--- config.mk ---
export PLATFORM = sky130hd
export DESIGN_NAME = adder_op_sequencer_flat
export DESIGN_NICKNAME = d
export VERILOG_FILES = /design/src/rtl/adder_op_sequencer_if.sv /design/src/rtl/adder_op_sequencer.sv /design/src/flat_wrapper.sv
export SDC_FILE = /design/constraint.sdc
export NUM_CORES = 1
export LEC_CHECK = 0
export ABC_AREA = 0
export BUFFER_PORTS_ARGS = -buffer_cell sky130_fd_sc_hd__buf_4
export CAP_MARGIN = 30
export CORE_MARGIN = 2
export CORE_UTILIZATION = 42
export DETAILED_ROUTE_END_ITERATION = 16
export HOLD_SLACK_MARGIN = 0.06
export PLACE_DENSITY = 0.79
export REMOVE_ABC_BUFFERS = 1
export SETUP_SLACK_MARGIN = 0.1
export SLEW_MARGIN = 20
export SYNTH_ARGS = -nofsm -noshare
export SYNTH_HDL_FRONTEND = slang
export SYNTH_SLANG_ARGS = --single-unit
--- constraint.sdc ---
create_clock -name clk -period 1.6 [get_ports clk]
set_input_delay 0.24 -clock clk [delete_from_list [all_inputs] [get_ports clk]]
set_output_delay 0.24 -clock clk [all_outputs]
set_load 0.01 [all_outputs]
--- src/rtl/adder_op_sequencer_if.sv ---
// Request, result and adder-side signals of the adder op sequencer.
// The sequencer uses slave; the requester/adder side uses master.
interface adder_op_sequencer_if;
  logic        in_valid;
  logic        in_ready;
  logic [31:0] in_a;
  logic [31:0] in_b;
  logic [1:0]  in_op;
  logic [31:0] add_a;
  logic [31:0] add_b;
  logic        add_cin;
  logic [31:0] add_s;
  logic        add_cout;
  logic        out_valid;
  logic        out_ready;
  logic [31:0] out_result;
  logic        out_n;
  logic        out_z;
  logic        out_c;
  logic        out_o;

  modport slave (
    input  in_valid, in_a, in_b, in_op,
    input  add_s, add_cout, out_ready,
    output in_ready, add_a, add_b, add_cin,
    output out_valid, out_result,
    output out_n, out_z, out_c, out_o
  );

  modport master (
    output in_valid, in_a, in_b, in_op,
    output add_s, add_cout, out_ready,
    input  in_ready, add_a, add_b, add_cin,
    input  out_valid, out_result,
    input  out_n, out_z, out_c, out_o
  );
endinterface

--- src/rtl/adder_op_sequencer.sv ---
// Sequencer in front of a 32-bit ripple adder: launches operands,
// waits for the chain to settle, captures sum and N/Z/C/O flags.
module adder_op_sequencer #(
  parameter int SETTLE_CYCLES = 4
) (
  input logic                  clk,
  input logic                  rst_n,
  adder_op_sequencer_if.slave  bus
);

  typedef enum logic [1:0] {
    IDLE,
    SETTLE,
    DONE
  } state_t;

  localparam logic [3:0] CNT_INIT =
    4'(SETTLE_CYCLES - 1);

  state_t     state;
  logic [3:0] cnt;
  logic       cf;

  always_ff @(posedge clk) begin
    if (!rst_n) begin
      state          <= IDLE;
      cnt            <= '0;
      cf             <= 1'b0;
      bus.in_ready   <= 1'b1;
      bus.add_a      <= '0;
      bus.add_b      <= '0;
      bus.add_cin    <= 1'b0;
      bus.out_valid  <= 1'b0;
      bus.out_result <= '0;
      bus.out_n      <= 1'b0;
      bus.out_z      <= 1'b0;
      bus.out_c      <= 1'b0;
      bus.out_o      <= 1'b0;
    end else begin
      unique case (state)
        IDLE: begin
          if (bus.in_valid) begin
            bus.add_a    <= bus.in_a;
            cnt          <= CNT_INIT;
            state        <= SETTLE;
            bus.in_ready <= 1'b0;
            // op[0] selects subtract, op[1] chains through cf
            bus.add_b <= bus.in_op[0] ? ~bus.in_b : bus.in_b;
            unique case (1'b1)
              bus.in_op[1]: bus.add_cin <= cf;
              default:      bus.add_cin <= bus.in_op[0];
            endcase
          end
        end
        SETTLE: begin
          if (cnt != 4'd0) begin
            cnt <= cnt - 4'd1;
          end else begin
            bus.out_result <= bus.add_s;
            bus.out_n      <= bus.add_s[31];
            bus.out_z      <= (bus.add_s == 32'd0);
            bus.out_c      <= bus.add_cout;
            cf             <= bus.add_cout;
            bus.out_o      <=
              (bus.add_a[31] == bus.add_b[31]) &&
              (bus.add_s[31] != bus.add_a[31]);
            bus.out_valid  <= 1'b1;
            state          <= DONE;
          end
        end
        DONE: begin
          if (bus.out_ready) begin
            bus.out_valid <= 1'b0;
            bus.in_ready  <= 1'b1;
            state         <= IDLE;
          end
        end
        default: begin
          state        <= IDLE;
          bus.in_ready <= 1'b1;
        end
      endcase
    end
  end

endmodule

--- src/flat_wrapper.sv ---
// flat-port wrapper written by rule: the top's interface ports become plain ports
module adder_op_sequencer_flat 
#(
  parameter int SETTLE_CYCLES = 4
)
  (clk, rst_n, bus_in_valid, bus_in_a, bus_in_b, bus_in_op, bus_add_s, bus_add_cout, bus_out_ready, bus_in_ready, bus_add_a, bus_add_b, bus_add_cin, bus_out_valid, bus_out_result, bus_out_n, bus_out_z, bus_out_c, bus_out_o);
  adder_op_sequencer_if bus_i ();
  input logic clk;
  input logic rst_n;
  input wire logic [$bits(bus_i.in_valid)-1:0] bus_in_valid;
  input wire logic [$bits(bus_i.in_a)-1:0] bus_in_a;
  input wire logic [$bits(bus_i.in_b)-1:0] bus_in_b;
  input wire logic [$bits(bus_i.in_op)-1:0] bus_in_op;
  input wire logic [$bits(bus_i.add_s)-1:0] bus_add_s;
  input wire logic [$bits(bus_i.add_cout)-1:0] bus_add_cout;
  input wire logic [$bits(bus_i.out_ready)-1:0] bus_out_ready;
  output wire logic [$bits(bus_i.in_ready)-1:0] bus_in_ready;
  output wire logic [$bits(bus_i.add_a)-1:0] bus_add_a;
  output wire logic [$bits(bus_i.add_b)-1:0] bus_add_b;
  output wire logic [$bits(bus_i.add_cin)-1:0] bus_add_cin;
  output wire logic [$bits(bus_i.out_valid)-1:0] bus_out_valid;
  output wire logic [$bits(bus_i.out_result)-1:0] bus_out_result;
  output wire logic [$bits(bus_i.out_n)-1:0] bus_out_n;
  output wire logic [$bits(bus_i.out_z)-1:0] bus_out_z;
  output wire logic [$bits(bus_i.out_c)-1:0] bus_out_c;
  output wire logic [$bits(bus_i.out_o)-1:0] bus_out_o;
  assign bus_i.in_valid = bus_in_valid;
  assign bus_i.in_a = bus_in_a;
  assign bus_i.in_b = bus_in_b;
  assign bus_i.in_op = bus_in_op;
  assign bus_i.add_s = bus_add_s;
  assign bus_i.add_cout = bus_add_cout;
  assign bus_i.out_ready = bus_out_ready;
  assign bus_in_ready = bus_i.in_ready;
  assign bus_add_a = bus_i.add_a;
  assign bus_add_b = bus_i.add_b;
  assign bus_add_cin = bus_i.add_cin;
  assign bus_out_valid = bus_i.out_valid;
  assign bus_out_result = bus_i.out_result;
  assign bus_out_n = bus_i.out_n;
  assign bus_out_z = bus_i.out_z;
  assign bus_out_c = bus_i.out_c;
  assign bus_out_o = bus_i.out_o;
  adder_op_sequencer #(.SETTLE_CYCLES(SETTLE_CYCLES)) u_core (.clk(clk), .rst_n(rst_n), .bus(bus_i));
endmodule
**Yosys cells after proc, flatten, opt, wreduce, memory -nomap -nowiden**

Index checks and enable logic that the tools add are counted.

- Flip-flop bits (word level): 109
- Output and inout port bits: 103

- Equality and inequality tests: 8
- Add/subtract/negate cells: 1
- Multiplexer cells: 15
- Bitwise gates (word level): 3
- Reductions and logical operators: 12

Operators by type and width:

| operator | count |
|---|---|
| 32-bit zero test | 1 |
| 32-bit 2-to-1 mux | 1 |
| 32-bit inverter | 1 |
| 3-bit AND reduction | 4 |
| 4-bit 2-to-1 mux | 2 |
| 4-bit one-hot mux with 2 select lines | 1 |
| 2-bit 2-to-1 mux | 3 |
| 2-bit inequality test, second input constant | 3 |
| 2-bit one-hot mux with 3 select lines | 1 |
| 1-bit 2-to-1 mux | 5 |
| 2-bit AND reduction | 2 |
| 2-bit nonzero test | 2 |
| 4-bit nonzero test | 1 |
| 4-bit by 1-bit subtractor with 4-bit output, second input constant | 1 |
| 1-bit one-hot mux with 3 select lines | 1 |
| 2-bit by 1-bit == test with 1-bit output, second input constant | 1 |
| 2-bit == test, second input constant | 1 |
| 2-bit zero test | 1 |
| 2-bit by 1-bit inequality test with 1-bit output, second input constant | 1 |
| 1-bit inverter | 2 |
| 1-bit one-hot mux with 2 select lines | 1 |
| 1-bit == test | 1 |
| 1-bit logical AND | 1 |
| 1-bit inequality test | 1 |

**Longest topological paths before layout**

- Depth in word-level cells: 3
- Depth in mapped cells: 7

**Worst setup path before layout**

OpenSTA, ideal clock, no wires.

- Kind: register to register
- Start: register u_core.cnt[0]
- End: register u_core.bus.out_z
- Library setup time: 84 ps
- Buffers on the path: 0
- Clock period less this slack: 1487 ps
- Slack: 113 ps
- Arrival: 1403 ps
- Cell stages (with the launch flop): 7
- Cell sequence: dfxtp_1 -> inv_1 -> ha_1 -> or3b_4 -> nor2_8 -> nand3_2 -> o31ai_2

- Cells in the longest elaborated chain, start to end: 3

RTL lines:

| item | line | RTL |
|---|---|---|
| start: declaration | adder_op_sequencer.sv:21 | `logic [3:0] cnt;` |
| start signal: assignment | adder_op_sequencer.sv:57 | `cnt <= cnt - 4'd1;` |
| 4-bit nonzero test | adder_op_sequencer.sv:56 | `if (cnt != 4'd0) begin` |
| 1-bit inverter (no line) | - |  |
| 2-bit AND reduction (no line) | - |  |
| end signal: assignment | adder_op_sequencer.sv:61 | `bus.out_z <= (bus.add_s == 32'd0);` |
| end: declaration | adder_op_sequencer_if.sv:27 | `output out_n, out_z, out_c, out_o` |

No other way between the ends.
A chain may end at the register's enable or synchronous reset.

**Worst setup path in the final report**

- Start: register u_core.cnt[1]
- End: register u_core.bus.out_result[20]

- Cells in the longest elaborated chain, start to end: 3

RTL lines:

| item | line | RTL |
|---|---|---|
| 4-bit nonzero test | adder_op_sequencer.sv:56 |  |
| 1-bit inverter (no line) | - |  |
| 2-bit AND reduction (no line) | - |  |
| end signal: assignment | adder_op_sequencer.sv:59 | `bus.out_result <= bus.add_s;` |
| end: declaration | adder_op_sequencer_if.sv:26 | `output out_valid, out_result,` |

No other way between the ends.

==> run metrics <==
status=finished, final reports clean; Highest Clock Rate=626 MHz; syn_area_per_cell=~9 um^2; asr flop ratio synth=0%; Finished Cell Area=approximately 6500 um^2; Area growth syn-to-layout=44.8%; initial core utilization=43.3%; PD cells=just under 1000 nW/um^2; share of cells above drive strength 1=38.6%; switching power=approximately 1.9 mW; sequential power share=49.4%; number of distinct library cells after synthesis=39; Commonest cells post-synth=nand2_1, dfxtp_1, a21boi_1, o211a_1, xnor2_1; maximum buffer depth of the clock tree=2; Worst IR Drop VDD=~0.00053 V; GP Congestion=~0.83; Worst Skew=0.0103 ns; largest stage delay on the critical path=0.44 ns; Comb power frac=between 20% and 30%; top-area cell type share of the netlist area=48.4%; Hold Crit Class=in2reg; unrepaired setup endpoints after global routing=yes; critical path's slowest cell=or3b_4; worst hold stages=3; setup TNS=0 ns; Stages on worst setup path=7; Primary FF master, synth=dfxtp_1; CTS tree=done; IO Pins=between 200 and 250; Rows=37; clock root cell=clkbuf_8; gr usage total=19.6%; worst reg-to-reg path cell count=7; Max-slew headroom=between 60% and 70%; Leak Pwr=approximately 3.1 nW; sequential fraction of the synthesis area=slightly below 50%; CTS Buf Count=9; Synth Cell Area=roughly 4500 um^2; Synth warnings=0; total core area=10300 um^2; WL/cell=between 10 and 15 um; CP Capture Type=register; Nets=roughly 800; WS Path Type=reg2reg; Die Y=107 um; post-DP HPWL=approximately 8600 um; Buf+Inv Stages, Crit Path=2; DRT iter0 DRCs=186; die width=~110 um; Max Slew Vio Count=0; DRC=0; dpl cell area=between 6000 and 7000 um^2; Port Buffers=just over 200; grt total ovfl=0; CP top delay family=simple AND/OR/NAND/NOR gates; Critical Path Fanout Max=6; H-tree levels=3; Via density=between 5 and 6; Total Power=~6.3 mW; largest cells by area after synthesis=dfxtp_1, nand2_1, o211a_1; Worst-Margin Slew=between 0.5 and 0.6 ns; worst skew pair latency=roughly 0.35 ns; clock power share=a little under a quarter; final WL=approximately 12000 um; initial antenna violation count=0; endpoints failing hold=0; final worst path period share=around 100%; drt first pass iters=5; Sw Ratio=roughly 30%; Pint=~4.4 mW; CP required=1.88 ns; Setup-failing EPs final=0; vias in the first global route=approximately 4000; most numerous cell in the Yosys netlist=nand2_1; largest net degree at the start of global routing=between 50 and 60; Synth Register Bits=between 100 and 150; worst endpoint data arrival time=between 1.5 and 2 ns; Cells after Synth=about 500; overall die area=roughly 11000 um^2; CP Cell Sequence=inv_2 > ha_4 > or3b_4 > nor2_8 > buf_6 > nand2_1 > a21boi_1; Max Cap Viol=0; clk slew on worst S/H paths=about 0.10 ns; first-pass GRT wire length=between 15000 and 20000 um; Vias=~4200; Critical Path Start Type=register; Util after Layout=a little over three fifths; Clock Sinks=~110; diode count=0; number of enable flip-flop cells after synthesis=0; Tmin final=around 1.6 ns; antenna viol nets, final=0; largest area contributor in the netlist=dfxtp_1
[power groups by stage]
stage          Combinational, mW  Sequential [mW]  Clock [mW]
6_report                    1.72             3.12        1.48
5_1_grt                     1.87             3.15        1.64
4_1_cts                     1.66             3.11        1.52
3_5_place_dp                1.61             3.17           0
3_3_place_gp                1.57             3.16           0
2_1_floorplan              0.632             3.26           0
[kinds of logic after synthesis]
family / share of synthesized area [%]
buffers and inverters: 4.45
XOR/XNOR: 6.27
AND/OR/NAND/NOR: 19.6
AO/OA/AOI/OAI: 20.5
adder cells (fa/ha/maj): 0.560
flip-flops: 48.4
multiplexers: 0.224
[per-stage QoR]
step / std cells / hold slack (ns) / worst slack [ns]
final: 833 / 0.125 / 0.00319
after CTS: 831 / 0.102 / 0.0619
after floorplan: 459 / 0.316 / -1.11
after detailed placement: 812 / 0.446 / 0.00156
after global routing: 833 / 0.0971 / -0.0477
after global placement: 812 / 0.442 / 0.0560
[worst min-delay path, cell delays in order]
cell	delay, ns
buf_4	0.11
nand2_1	0.04
a21boi_1	0.04
[worst paths after layout]
kind | to | startpoint | slack, ns
min reg2reg | u_core.bus.add_a[26] | u_core.bus.add_a[26] | 0.46
min | u_core.bus.add_a[21] | bus_in_a[21] | 0.12
max reg2reg | u_core.bus.out_result[20] | u_core.cnt[1] | 0.003
max | u_core.bus.out_result[20] | u_core.cnt[1] | 0.003
[layer usage]
metal	share of wire [%]	wire length [um]	GRT usage, %	up-vias
li1	-	-	-	2050
met1	40	4680	22.4	1936
met2	50	5930	34.6	166
met3	8.5	1000	6.87	19
met4	1.5	181	4.92	0
met5	0	0	0	-
[sequential cells by signal (all words and copies together) (netlist names)]
signal,cells
u_core.bus.add_a,32
u_core.bus.add_b,32
u_core.bus.add_cin,1
u_core.bus.in_ready,1
u_core.bus.out_n,1
u_core.bus.out_o,1
u_core.bus.out_result,31
u_core.bus.out_valid,1
u_core.bus.out_z,1
u_core.cf,1
u_core.cnt,4
u_core.state,2
[cell type report]
class	instances	area, um^2
Timing Repair Buffer	223	1750
Fill cell	863	3850
Clock inverter	4	27.5
Sequential cell	108	2160
Tap cell	136	170
Clock buffer	10	138
Inverter	2	7.51
Multi-Input combinational cell	350	2220
[cells in the final DEF, fill, tap and decap left out, drive strengths merged, types with 2 or more instances in the layout]
cell type / count
a21boi: 66
nand2b: 2
a21o: 2
clkinvlp: 3
a21oi: 2
inv: 2
clkbuf: 10
nor2: 4
nand3: 7
o21ai: 2
nand4b: 2
nand2: 170
o211a: 36
dfxtp: 108
ha: 2
or3b: 3
nor4: 6
nor3: 3
buf: 223
xnor2: 32
[what timing repair did]
action	CTS	global route
buffers inserted	3	2
hold buffers	0	0
gates cloned	2	0
gates resized for setup	13	26
pin swaps	3	12
endpoints found under the hold margin	0	0
endpoints found under the setup margin	33	38
(Power assumes the default switching activity.)
